$ cat src/rtl/apb_pkg.sv
// Shared APB definitions: FSM states, PSLVERR encodings and default bus widths.
package apb_pkg;

  localparam int unsigned ApbAddrWidth = 32;
  localparam int unsigned ApbDataWidth = 32;

  localparam logic PslverrOkay  = 1'b0;
  localparam logic PslverrError = 1'b1;

  typedef enum logic [1:0] {
    StIdle   = 2'd0,
    StWait   = 2'd1,
    StAccess = 2'd2
  } apb_state_e;

endpackage

$ cat src/rtl/apb_regfile.sv
// Register storage: one synchronous write port, one combinational read port.
// Word 0 is never written, so it always reads back as zero here; the bank
// substitutes its ID value for that word.
module apb_regfile #(
  parameter int unsigned Depth     = 16,
  parameter int unsigned DataWidth = 32,
  localparam int unsigned IdxW     = $clog2(Depth)
) (
  input  logic                 clk_i,
  input  logic                 rst_ni,
  input  logic                 we_i,
  input  logic [IdxW-1:0]      waddr_i,
  input  logic [DataWidth-1:0] wdata_i,
  input  logic [IdxW-1:0]      raddr_i,
  output logic [DataWidth-1:0] rdata_o
);

  logic [DataWidth-1:0] mem_q [Depth];

  // Asynchronous clear of every word; writes to word 0 are dropped.
  always_ff @(posedge clk_i or negedge rst_ni) begin
    if (!rst_ni) begin
      for (int i = 0; i < Depth; i++) begin
        mem_q[i] <= '0;
      end
    end else if (we_i && (waddr_i != '0)) begin
      mem_q[waddr_i] <= wdata_i;
    end
  end

  assign rdata_o = mem_q[raddr_i];

endmodule

$ cat src/rtl/apb_slave_regbank.sv
// APB slave with a small register bank, a read-only ID word at offset 0 and a
// configurable number of wait states before each access cycle.
module apb_slave_regbank
  import apb_pkg::*;
#(
  parameter int unsigned           ADDR_WIDTH  = ApbAddrWidth,
  parameter int unsigned           DATA_WIDTH  = ApbDataWidth,
  parameter int unsigned           DEPTH       = 16,
  parameter int unsigned           WAIT_CYCLES = 1,
  parameter logic [DATA_WIDTH-1:0] ID_VALUE    = DATA_WIDTH'(32'hA5B0_0001)
) (
  input  logic                  HCLK,
  input  logic                  HRESETn,
  input  logic                  PSEL,
  input  logic                  PENABLE,
  input  logic [ADDR_WIDTH-1:0] PADDR,
  input  logic                  PWRITE,
  input  logic [DATA_WIDTH-1:0] PWDATA,
  output logic [DATA_WIDTH-1:0] PRDATA,
  output logic                  PREADY,
  output logic                  PSLVERR
);

  localparam int unsigned IdxW = $clog2(DEPTH);
  // A zero-wait build never uses the counter; keep it one bit wide so it stays legal.
  localparam int unsigned CntW = (WAIT_CYCLES > 0) ? $clog2(WAIT_CYCLES + 1) : 1;
  localparam logic [CntW-1:0] CntInit = (WAIT_CYCLES > 0) ? CntW'(WAIT_CYCLES - 1) : '0;

  apb_state_e            state_q, state_d;
  logic [CntW-1:0]       cnt_q, cnt_d;
  logic [ADDR_WIDTH-1:0] addr_q, addr_d;
  logic                  write_q, write_d;

  logic [IdxW-1:0]       idx;
  logic                  upper_err;
  logic                  err;
  logic                  we;
  logic [DATA_WIDTH-1:0] rdata;

  assign idx       = addr_q[IdxW+1:2];
  assign upper_err = |(addr_q >> (IdxW + 2));
  assign err       = (addr_q[1:0] != 2'b00) || upper_err || (write_q && (idx == '0));

  // Transfer-tracking state; reset abandons any transfer in flight.
  always_ff @(posedge HCLK or negedge HRESETn) begin
    if (!HRESETn) begin
      state_q <= StIdle;
      cnt_q   <= '0;
      addr_q  <= '0;
      write_q <= 1'b0;
    end else begin
      state_q <= state_d;
      cnt_q   <= cnt_d;
      addr_q  <= addr_d;
      write_q <= write_d;
    end
  end

  // Next state: setup latches the request, WAIT counts down, ACCESS lasts one cycle.
  always_comb begin
    state_d = state_q;
    cnt_d   = cnt_q;
    addr_d  = addr_q;
    write_d = write_q;
    unique case (state_q)
      StIdle: begin
        // PENABLE without a setup cycle is not a transfer.
        if (PSEL && !PENABLE) begin
          addr_d  = PADDR;
          write_d = PWRITE;
          if (WAIT_CYCLES > 0) begin
            state_d = StWait;
            cnt_d   = CntInit;
          end else begin
            state_d = StAccess;
          end
        end
      end
      StWait: begin
        if (!PSEL) begin
          state_d = StIdle;
        end else if (cnt_q == '0) begin
          state_d = StAccess;
        end else begin
          cnt_d = cnt_q - CntW'(1);
        end
      end
      StAccess: state_d = StIdle;
      default:  state_d = StIdle;
    endcase
  end

  // Bus outputs and write strobe, all qualified by the ACCESS cycle.
  always_comb begin
    PREADY  = 1'b0;
    PSLVERR = PslverrOkay;
    PRDATA  = '0;
    we      = 1'b0;
    if (state_q == StAccess) begin
      PREADY  = 1'b1;
      PSLVERR = err ? PslverrError : PslverrOkay;
      if (!err) begin
        if (write_q) begin
          we = 1'b1;
        end else begin
          PRDATA = (idx == '0) ? ID_VALUE : rdata;
        end
      end
    end
  end

  apb_regfile #(
    .Depth    (DEPTH),
    .DataWidth(DATA_WIDTH)
  ) u_regfile (
    .clk_i  (HCLK),
    .rst_ni (HRESETn),
    .we_i   (we),
    .waddr_i(idx),
    .wdata_i(PWDATA),
    .raddr_i(idx),
    .rdata_o(rdata)
  );

endmodule

$ cat config.mk
export PLATFORM = sky130hd
export DESIGN_NAME = apb_slave_regbank
export DESIGN_NICKNAME = d
export VERILOG_FILES = /design/src/rtl/apb_pkg.sv /design/src/rtl/apb_regfile.sv /design/src/rtl/apb_slave_regbank.sv
export SDC_FILE = /design/constraint.sdc
export NUM_CORES = 1
export LEC_CHECK = 0
export CORE_MARGIN = 2
export CORE_UTILIZATION = 50
export DETAILED_ROUTE_END_ITERATION = 10
export HOLD_SLACK_MARGIN = 0.03
export PLACE_DENSITY = 0.7
export SLEW_MARGIN = 10
export SYNTH_ARGS = -nofsm -noshare
export SYNTH_HDL_FRONTEND = slang
export SYNTH_SLANG_ARGS = --single-unit
$ cat constraint.sdc
create_clock -name HCLK -period 6.2 [get_ports HCLK]
set_input_delay 1.55 -clock HCLK [delete_from_list [all_inputs] [get_ports HCLK]]
set_output_delay 1.55 -clock HCLK [all_outputs]
set_load 0.05 [all_outputs]
==> metrics.cfg, run 1 <==
[timing]
fmax_mhz = 186
relSlewSlack_pct = 18.8
rsz0062_at_grt = false
finalSetupTns_ps = 0
fin_crit_sh_pct = 86.9
worst_pin_slew_ps = 1210
slew_violations = 0
setup_violations = 0
hold_viol = 0
fin_crit_ps = 5390
finClkSkew_ps = 23.6

[die]
row_count = 81
die_h_um = 225
die_w_um = 225
ios = 103
design.die.area_um2 = 50800
initial_utilization_pct = 50.4
coreArea_um2 = 48600

[synth]
synthDistinctLibCells = 36
ys_ff_latch = 539
async_flop_share_pct = 100
synth_edf_count = 0
yosysTopAreaCell = dfrtp_1
yosys_most_used_dff = dfrtp_1
postSynthCellCount = 1511
synth_top_area_share_pct = 55.0
syn_nets = 1580
synth_seq_area_share_pct = 55.0
synth_area_um2 = 24500
synth.avg_cell_area_um2 = 16.2
yosys-top-cells-area = dfrtp_1 (55%), mux2_2 (18%), mux4_2 (11%)
ys_warn_count = 0

[clocking]
numCtsBuffers = 56
cts-root-buf = clkbuf_16
clk_pin_slew_worst_paths_ps = 60
cts_htree_levels = 2
cts_resized = 0
clk_path_buf_depth = 3
postCtsSetupRepairBufs = 0
clock-sinks = 539
tritoncts = done
clk_latency_ps = 620
hold_buffers = 0

[critical_path]
crit_type = flop to primary output
worstPathArrival_ps = 3840
cp_top_family = buffers and inverters
crit_chain = nor2_4 -> buf_4 -> a22oi_1 -> a21oi_1 -> clkdlybuf4s50_1
path_max_fanout = 20
crit_required_ps = 4650
slowest_delay_ps = 900
startpoint_type = flop
worst_path_max_delay_cell = clkdlybuf4s50_1
cp_num_buf_inv = 2
cp-end-kind = primary output

[pwr]
pwr-share-seq_pct = 47.9
clock_power_share_pct = 43.3
leakagePower_nw = 13.1
p_total_mw = 7.66
comb_power_share_pct = 8.8
switching_share_pct = 25.0
power.switching_mw = 1.92
internal-power_mw = 5.75
pwr_density_cell_nw_per_um2 = 276
peakVddDrop_v = 0.000190

[global_routing]
grt_max_degree = 140
antenna_found_initial = 2
grt.overflow.total = 0
first_global_vias = 14600
grt_pass1_wl_um = 88300
track_usage_pct = 23.0

[drt]
drtIter0Drc = 913
drc = 0
wl_per_cell_um = 25.2
routed_wirelength_um = 56200
first_pass_iters = 5
ant_nets = 0
num_vias = 13400
post_drt_via_cell_ratio = 6.00

[finish]
layout-drive-gt1-share_pct = 43.5
nets = 1628
area_growth_pct = 13.2

[placement]
gp_congestion = 0.738
numPortBuffers = 102
dp_hpwl_um = 32200

[run_status]
status = completed

[min_path]
hp-class = flop to flop

[flow_run]
maxCapViolCount = 0

-- cell usage after synthesis, types with 3 or more instances --
cell and instances:
mux2_1 95, dfrtp_1 539, nor2_1 8, nand2_1 4, mux2i_1 19, a221oi_1 5, nor4_4 22, clkbuf_1 90
a21oi_1 29, inv_1 5, nand2b_1 4, mux4_2 117, buf_1 8, nand3_1 5, mux2_4 30, o22ai_1 3
a211o_1 3, a22oi_1 57, nor2b_1 5, buf_6 24, mux2_2 388, buf_8 3, buf_2 29
-- kinds of logic after synthesis --
logic type	count (synthesis)	share of synthesized area [%]
AO/OA/AOI/OAI	100	2.82
buffers and inverters	159	3.46
flip-flops	539	55.0
multiplexers	649	35.6
AND/OR/NAND/NOR	64	3.13
-- worst reg2reg max path, cell delays in order (launching register included) --
cell	delay, ps
dfrtp_4	980
nor2b_1	820
nand2_1	360
nor4_4	450
buf_4	610
mux2_2	430
-- final cells by class --
type	count	area, µm²
fill	3855	20900
timing repair buffer	144	1440
sequential	539	13500
tap	622	778
multi-input combinational	813	10200
clock buffer	84	1620
clock inverter	19	189
inverter	5	18.8
antenna	2	5.00
-- per-stage QoR --
stage / cells / area (µm²) / hold slack, ps / setup slack (ps) / util [%]
finish: 2228 / 27800 / 371 / 811 / 57.0
global route: 2227 / 27700 / 381 / 611 / 57.0
CTS: 2226 / 27700 / 375 / 730 / 57.0
detailed placement: 2123 / 25900 / 363 / 1390 / 53.3
global placement: 2123 / 25900 / 360 / 1370 / 53.3
floorplan: 1511 / 24500 / 425 / 1810 / -
-- layer usage --
| metal | wire length (µm) | global-route usage, % | vias to the layer above |
|---|---|---|---|
| li1 | - | - | 5748 |
| met1 | 26100 | 33.4 | 7311 |
| met2 | 26500 | 35.8 | 224 |
| met3 | 2130 | 3.92 | 91 |
| met4 | 1390 | 6.58 | 0 |
| met5 | 0 | 0 | - |
-- placed cells by master (no fill, tap or decap), drive strengths merged, types with 2 or more instances in the layout --
| cell | Yosys | final |
|---|---|---|
| mux4 | 117 | 117 |
| dfrtp | 539 | 539 |
| clkinv | 0 | 15 |
| nand3 | 7 | 7 |
| a211o | 3 | 3 |
| nor4 | 22 | 22 |
| mux2 | 513 | 513 |
| nand4 | 4 | 4 |
| a21oi | 29 | 29 |
| a22oi | 57 | 57 |
| bufinv | 0 | 3 |
| a221o | 2 | 2 |
| diode | 0 | 2 |
| and4 | 2 | 2 |
| clkdlybuf4s50 | 0 | 101 |
| nand2 | 5 | 5 |
| o22ai | 3 | 3 |
| nand3b | 2 | 2 |
| mux2i | 19 | 19 |
| inv | 5 | 6 |
| a221oi | 5 | 5 |
| clkbuf | 90 | 84 |
| nor2b | 5 | 5 |
| nand2b | 4 | 4 |
| buf | 64 | 43 |
| nor2 | 8 | 8 |
-- flip-flops by register name, summed over array words and instances, names as in the netlist --
name,flops
u_regfile.mem_q,504
addr_q,32
write_q,1
state_q,2
-- worst paths after layout --
path,from,endpoint,slack [ps],cells past startpoint
min,u_regfile.mem_q[488],u_regfile.mem_q[488],370,0
min in group asynchronous,HRESETn,u_regfile.mem_q[391],960,1
max reg2reg,addr_q[2],u_regfile.mem_q[334],2430,5
max in group asynchronous,HRESETn,addr_q[2],3940,2
min reg2reg,u_regfile.mem_q[488],u_regfile.mem_q[488],370,0
max,addr_q[5],PRDATA[0],810,5
-- power groups by stage --
stage          Combinational, mW  Sequential [mW]  Clock [mW]
2_1_floorplan              0.444             3.66           0
3_3_place_gp               0.675             3.73           0
3_5_place_dp               0.686             3.74           0
4_1_cts                    0.687             3.67        3.40
5_1_grt                    0.727             3.68        3.54
6_report                   0.677             3.67        3.32
Power figures use the tool's default switching activity.
==> inputs of run 2 (changes only) <==
Settings changed: DONT_BUFFER_PORTS from default to 1, GPL_TIMING_DRIVEN from default to 0, PLACE_DENSITY 0.7 to 0.67.
==> run 2 against run 1 <==
Effect of this change:
- the flow now finishes with violations (slew limit)
- via count rose by 1.6%
- total power decreased by 0.34%
- wire length increased by 10%
- die area unchanged
- sequential power shrank 2%
- final cell count up 0.13%
- critical path depth grew 1
- first-iteration DRC count up 6.7%
- clock power hardly changed
- sequential cell count is the same
- hold slack better by 83 ps
- largest cell class unchanged
- largest power group unchanged
==> metrics.cfg, run 2 (synthesis results as in run 1) <==
[global_routing]
first_global_vias = 14500
antenna_found_initial = 0
grt_max_degree = 540
grt.overflow.total = 0
track_usage_pct = 25.0
grt_pass1_wl_um = 93000

[clocking]
hold_buffers = 0
postCtsSetupRepairBufs = 0
clk_latency_ps = 610
cts_htree_levels = 2
cts-root-buf = clkbuf_16
numCtsBuffers = 56
clk_path_buf_depth = 3
cts_resized = 1
clk_pin_slew_worst_paths_ps = 60
tritoncts = done
clock-sinks = 539

[finish]
nets = 1638
final_common_cell = dfrtp_1
area_growth_pct = 10.8
regMostFlops = u_regfile.mem_q
largest_reg_flops = 504
layout-drive-gt1-share_pct = 44.2
top_regs = u_regfile.mem_q x504, addr_q x32, state_q x2
fillCellCount = 3847
antenna_cells = 0
final_cell_mix = dfrtp_1 (539), mux2_2 (388), mux4_2 (117)

[critical_path]
rrSetupSlack_ps = 2910
path_max_fanout = 10
crit_required_ps = 4650
worstPathArrival_ps = 4510
r2r_end = u_regfile.mem_q[301]
rr_startpoint = state_q[1]
crit_type = flop to primary output
startpoint_type = flop
cp-end-kind = primary output
reg2reg_depth = 6

[drt]
routed_wirelength_um = 61800
ant_nets = 0
first_pass_iters = 5
post_drt_via_cell_ratio = 6.09
num_vias = 13600
drc = 0
drtIter0Drc = 974
wl_per_cell_um = 27.7

[die]
initial_utilization_pct = 50.4
row_count = 81
coreArea_um2 = 48600
die_h_um = 225
ios = 103
design.die.area_um2 = 50800
die_w_um = 225

[pwr]
leakagePower_nw = 12.9
peakVddDrop_v = 0.000193
pwr_density_cell_nw_per_um2 = 281

[timing]
hold_viol = 0
fin_crit_sh_pct = 97.8
fmax_mhz = 165
relSlewSlack_pct = -49.8
final.setup.worst_slack_ps = 137
worst_pin_slew_ps = 2250
finalSetupTns_ps = 0
fin_crit_ps = 6060
slew_violations = 425
setup_violations = 0
finClkSkew_ps = 19.1
hold_ws_ps = 455
rsz0062_at_grt = false

[placement]
dp_slack_ps = 661
dp_hpwl_um = 38700
gp_congestion = 0.790
numPortBuffers = 0

[flow_run]
maxCapViolCount = 0

[min_path]
hold_depth = 1
min_to = u_regfile.mem_q[498]
hp-class = flop to flop
worstHoldStart = u_regfile.mem_q[498]

[run_status]
violations = slew limit
status = complete, but fails checks

[run 2: cell count changes in the layout (fill, tap and decap cells not counted), sizes merged]
| cell | delta |
|---|---|
| inv | +1 |
| buf | +19 |
| bufinv | +1 |
| clkbuf | +95 |
| clkdlybuf4s50 | -101 |
| diode | -2 |
| clkinv | -10 |
[run 2: power by group]
part,internal (mW),switching (mW),leakage [nW]
registers,3.56,0.0448,7.46
clock network,1.97,1.37,0.883
logic,0.223,0.470,4.53
total,5.75,1.88,12.9
[run 2: area by class of cell]
| class | count | area (µm²) | area share [%] |
|---|---|---|---|
| Sequential cell | 539 | 13500 | 49.7 |
| Clock buffer | 87 | 1640 | 6.04 |
| Inverter | 5 | 18.8 | 0.0691 |
| Tap cell | 622 | 778 | 2.87 |
| Clock inverter | 11 | 163 | 0.599 |
| Multi-Input combinational cell | 813 | 10200 | 37.7 |
| Buffer | 154 | 832 | 3.07 |
[run 2: critical path, stage by stage, from the launching register on]
cell and delay (ps):
dfrtp_1 400, clkbuf_1 620, clkbuf_1 670, clkbuf_1 840
mux4_2 380, a22oi_1 70, a21oi_1 910
[run 2: per-stage QoR]
| step | cell area [µm²] | std cells | total power [mW] | utilization (%) |
|---|---|---|---|---|
| global placement | 25300 | 2133 | 4.35 | 52.0 |
| floorplan | 24500 | 1511 | 4.11 | - |
| finish | 27100 | 2231 | 7.64 | 55.8 |
| CTS | 27100 | 2231 | 7.71 | 55.8 |
| global route | 27100 | 2231 | 7.90 | 55.8 |
| detailed placement | 25300 | 2133 | 4.37 | 52.0 |
[run 2: per-layer routing]
| layer | GRT usage, % | wire length (µm) | share of wire [%] | vias to the layer above |
|---|---|---|---|---|
| met2 | 39.4 | 29300 | 47 | 321 |
| met3 | 5.57 | 3620 | 5.9 | 93 |
| li1 | - | - | - | 5752 |
| met1 | 35.4 | 27300 | 44 | 7418 |
| met4 | 6.73 | 1570 | 2.5 | 0 |
| met5 | 0 | 0 | 0 | - |
[run 2: how the worst max path moves through the flow]
stage          startpoint         end  slack (ps)  cells after the start
2_1_floorplan   addr_q[2]  PRDATA[21]        1810                      8
3_3_place_gp    addr_q[3]  PRDATA[20]         590                      5
3_5_place_dp    addr_q[3]  PRDATA[30]         660                      6
4_1_cts         addr_q[3]   PRDATA[0]           9                      6
5_1_grt         addr_q[3]  PRDATA[28]           1                      6
6_report        addr_q[3]  PRDATA[28]         140                      6
==> inputs of run 3 (changes only) <==
Settings changed: GPL_TIMING_DRIVEN 0 to default, SKIP_LAST_GASP from default to 1.
==> run 3 against run 2 <==
Effect of this change:
- the run still ends with slew limit left
- final cell count fell by 3.8%
- global-route usage fell by 2.5 points
- utilization fell by 0.43 points
- die area did not move
- register-to-register slack got worse by 790 ps
- first-iteration DRC count fell by 6.3%
- hold slack got worse by 83 ps
- non-clock buffer count fell by 93
- sequential share of layout area rose by 0.42 points
- clock power rose by 4%
- critical path type unchanged
- critical endpoint is now PRDATA[4]
==> metrics.cfg, run 3 (synthesis results as in run 1) <==
[run_status]
status = complete, but fails checks
violations = slew limit

[finish]
regMostFlops = u_regfile.mem_q
fillCellCount = 3806
area_growth_pct = 9.90
nets = 1546
final_cell_mix = dfrtp_1 (537), mux2_2 (388), mux4_2 (117)
top_regs = u_regfile.mem_q x504, addr_q x32, state_q x2
antenna_cells = 0
fin_cells = 2147
stdcell_area_um2 = 26900
largest_reg_flops = 504
final_common_cell = dfrtp_1
layout-drive-gt1-share_pct = 47.9

[critical_path]
crit_chain = buf_4 -> buf_4 -> mux4_2 -> a22oi_1 -> a21oi_1 -> buf_4
cp-end-kind = primary output
cpMostUsedCell = buf_4
crit_type = flop to primary output
cp_num_buf_inv = 3
slowest_delay_ps = 990
cp_top_family = buffers and inverters
worst_path_max_delay_cell = dfrtp_4
path_max_fanout = 57
startpoint_type = flop
worstPathArrival_ps = 3620
crit_required_ps = 4650

[timing]
slew_violations = 275
relSlewSlack_pct = -49.9
setup_violations = 0
fin_crit_ps = 5170
hold_viol = 0
worst_pin_slew_ps = 2250
rsz0062_at_grt = false
final.setup.worst_slack_ps = 1030
fmax_mhz = 194
finClkSkew_ps = 24.7
fin_crit_sh_pct = 83.3
finalSetupTns_ps = 0

[clocking]
tritoncts = done
cts_htree_levels = 2
clk_pin_slew_worst_paths_ps = 60
postCtsSetupRepairBufs = 0
clock-sinks = 539
cts_resized = 0
numCtsBuffers = 57
clk_latency_ps = 620
clk_path_buf_depth = 3
hold_buffers = 0
cts-root-buf = clkbuf_16

[placement]
dp_slack_ps = 1680
dp_hpwl_um = 31300
placed_area_um2 = 25000
numPortBuffers = 0
dp.cells = 2040
gp_congestion = 0.727

[die]
design.die.area_um2 = 50800
die_w_um = 225
row_count = 81
initial_utilization_pct = 50.4
die_h_um = 225
coreArea_um2 = 48600
ios = 103

[flow_run]
maxCapViolCount = 0

[drt]
post_drt_via_cell_ratio = 6.05
drc = 0
routed_wirelength_um = 55800
first_pass_iters = 5
dr_wl_met3_um = 2710
route.top_layer_used = met5
wl_met2_um = 26200
met1_length_um = 25600
ant_nets = 0
drtIter0Drc = 913
num_vias = 13000
wl_per_cell_um = 26.0

[min_path]
hp-class = flop to flop

[global_routing]
grt_max_degree = 540
grt_pass1_wl_um = 86500
first_global_vias = 14100
track_usage_pct = 22.6
antenna_found_initial = 2
grt.overflow.total = 0

[pwr]
peakVddDrop_v = 0.000183
leakagePower_nw = 12.9
pwr_density_cell_nw_per_um2 = 284

==> run 3: cell count changes in the layout (fill, tap and decap cells not counted), sizes merged <==
cell	change
buf	-1
bufinv	-1
clkbuf	-93
clkinv	+11
==> run 3: path summary, 6_finish.rpt <==
| path | from | to | slack, ps | cells after the start |
|---|---|---|---|---|
| worst min register to register | u_regfile.mem_q[507] | u_regfile.mem_q[507] | 370 | 0 |
| worst max register to register | addr_q[5] | u_regfile.mem_q[35] | 2120 | 6 |
| max in group asynchronous | HRESETn | addr_q[2] | 3470 | 0 |
| worst min-delay path | u_regfile.mem_q[507] | u_regfile.mem_q[507] | 370 | 0 |
| worst max-delay path | addr_q[3] | PRDATA[4] | 1030 | 6 |
| min in group asynchronous | HRESETn | u_regfile.mem_q[16] | 660 | 0 |
==> run 3: through the flow <==
| step | hold slack, ps | util, % | power (mW) |
|---|---|---|---|
| 3_3_place_gp | 360 | 51.4 | 4.25 |
| 3_5_place_dp | 363 | 51.4 | 4.25 |
| 2_1_floorplan | 425 | - | 4.11 |
| 6_report | 371 | 55.4 | 7.65 |
| 4_1_cts | 376 | 55.4 | 7.72 |
| 5_1_grt | 385 | 55.4 | 7.90 |
==> run 3: final cells by class <==
type                    instances  area [µm²]  area share (%)
multi-input cells             813       10200            38.0
repair buffers                 61         483            1.79
clock buffers                  86        1730            6.42
clock inverters                21         191           0.711
inverters                       5        18.8          0.0697
flip-flops and latches        539       13500            50.1
well taps                     622         778            2.89
==> run 3: where the power goes <==
part	switching, mW	total [mW]	internal [mW]
Combinational	0.284	0.500	0.216
Sequential	0.121	3.68	3.56
Clock	1.42	3.46	2.04
==> run 3: routing by layer <==
| metal | up-vias | global-route usage, % |
|---|---|---|
| li1 | 5568 | - |
| met2 | 247 | 35.5 |
| met1 | 7083 | 32.2 |
| met5 | - | 0 |
| met4 | 4 | 6.69 |
| met3 | 81 | 4.19 |
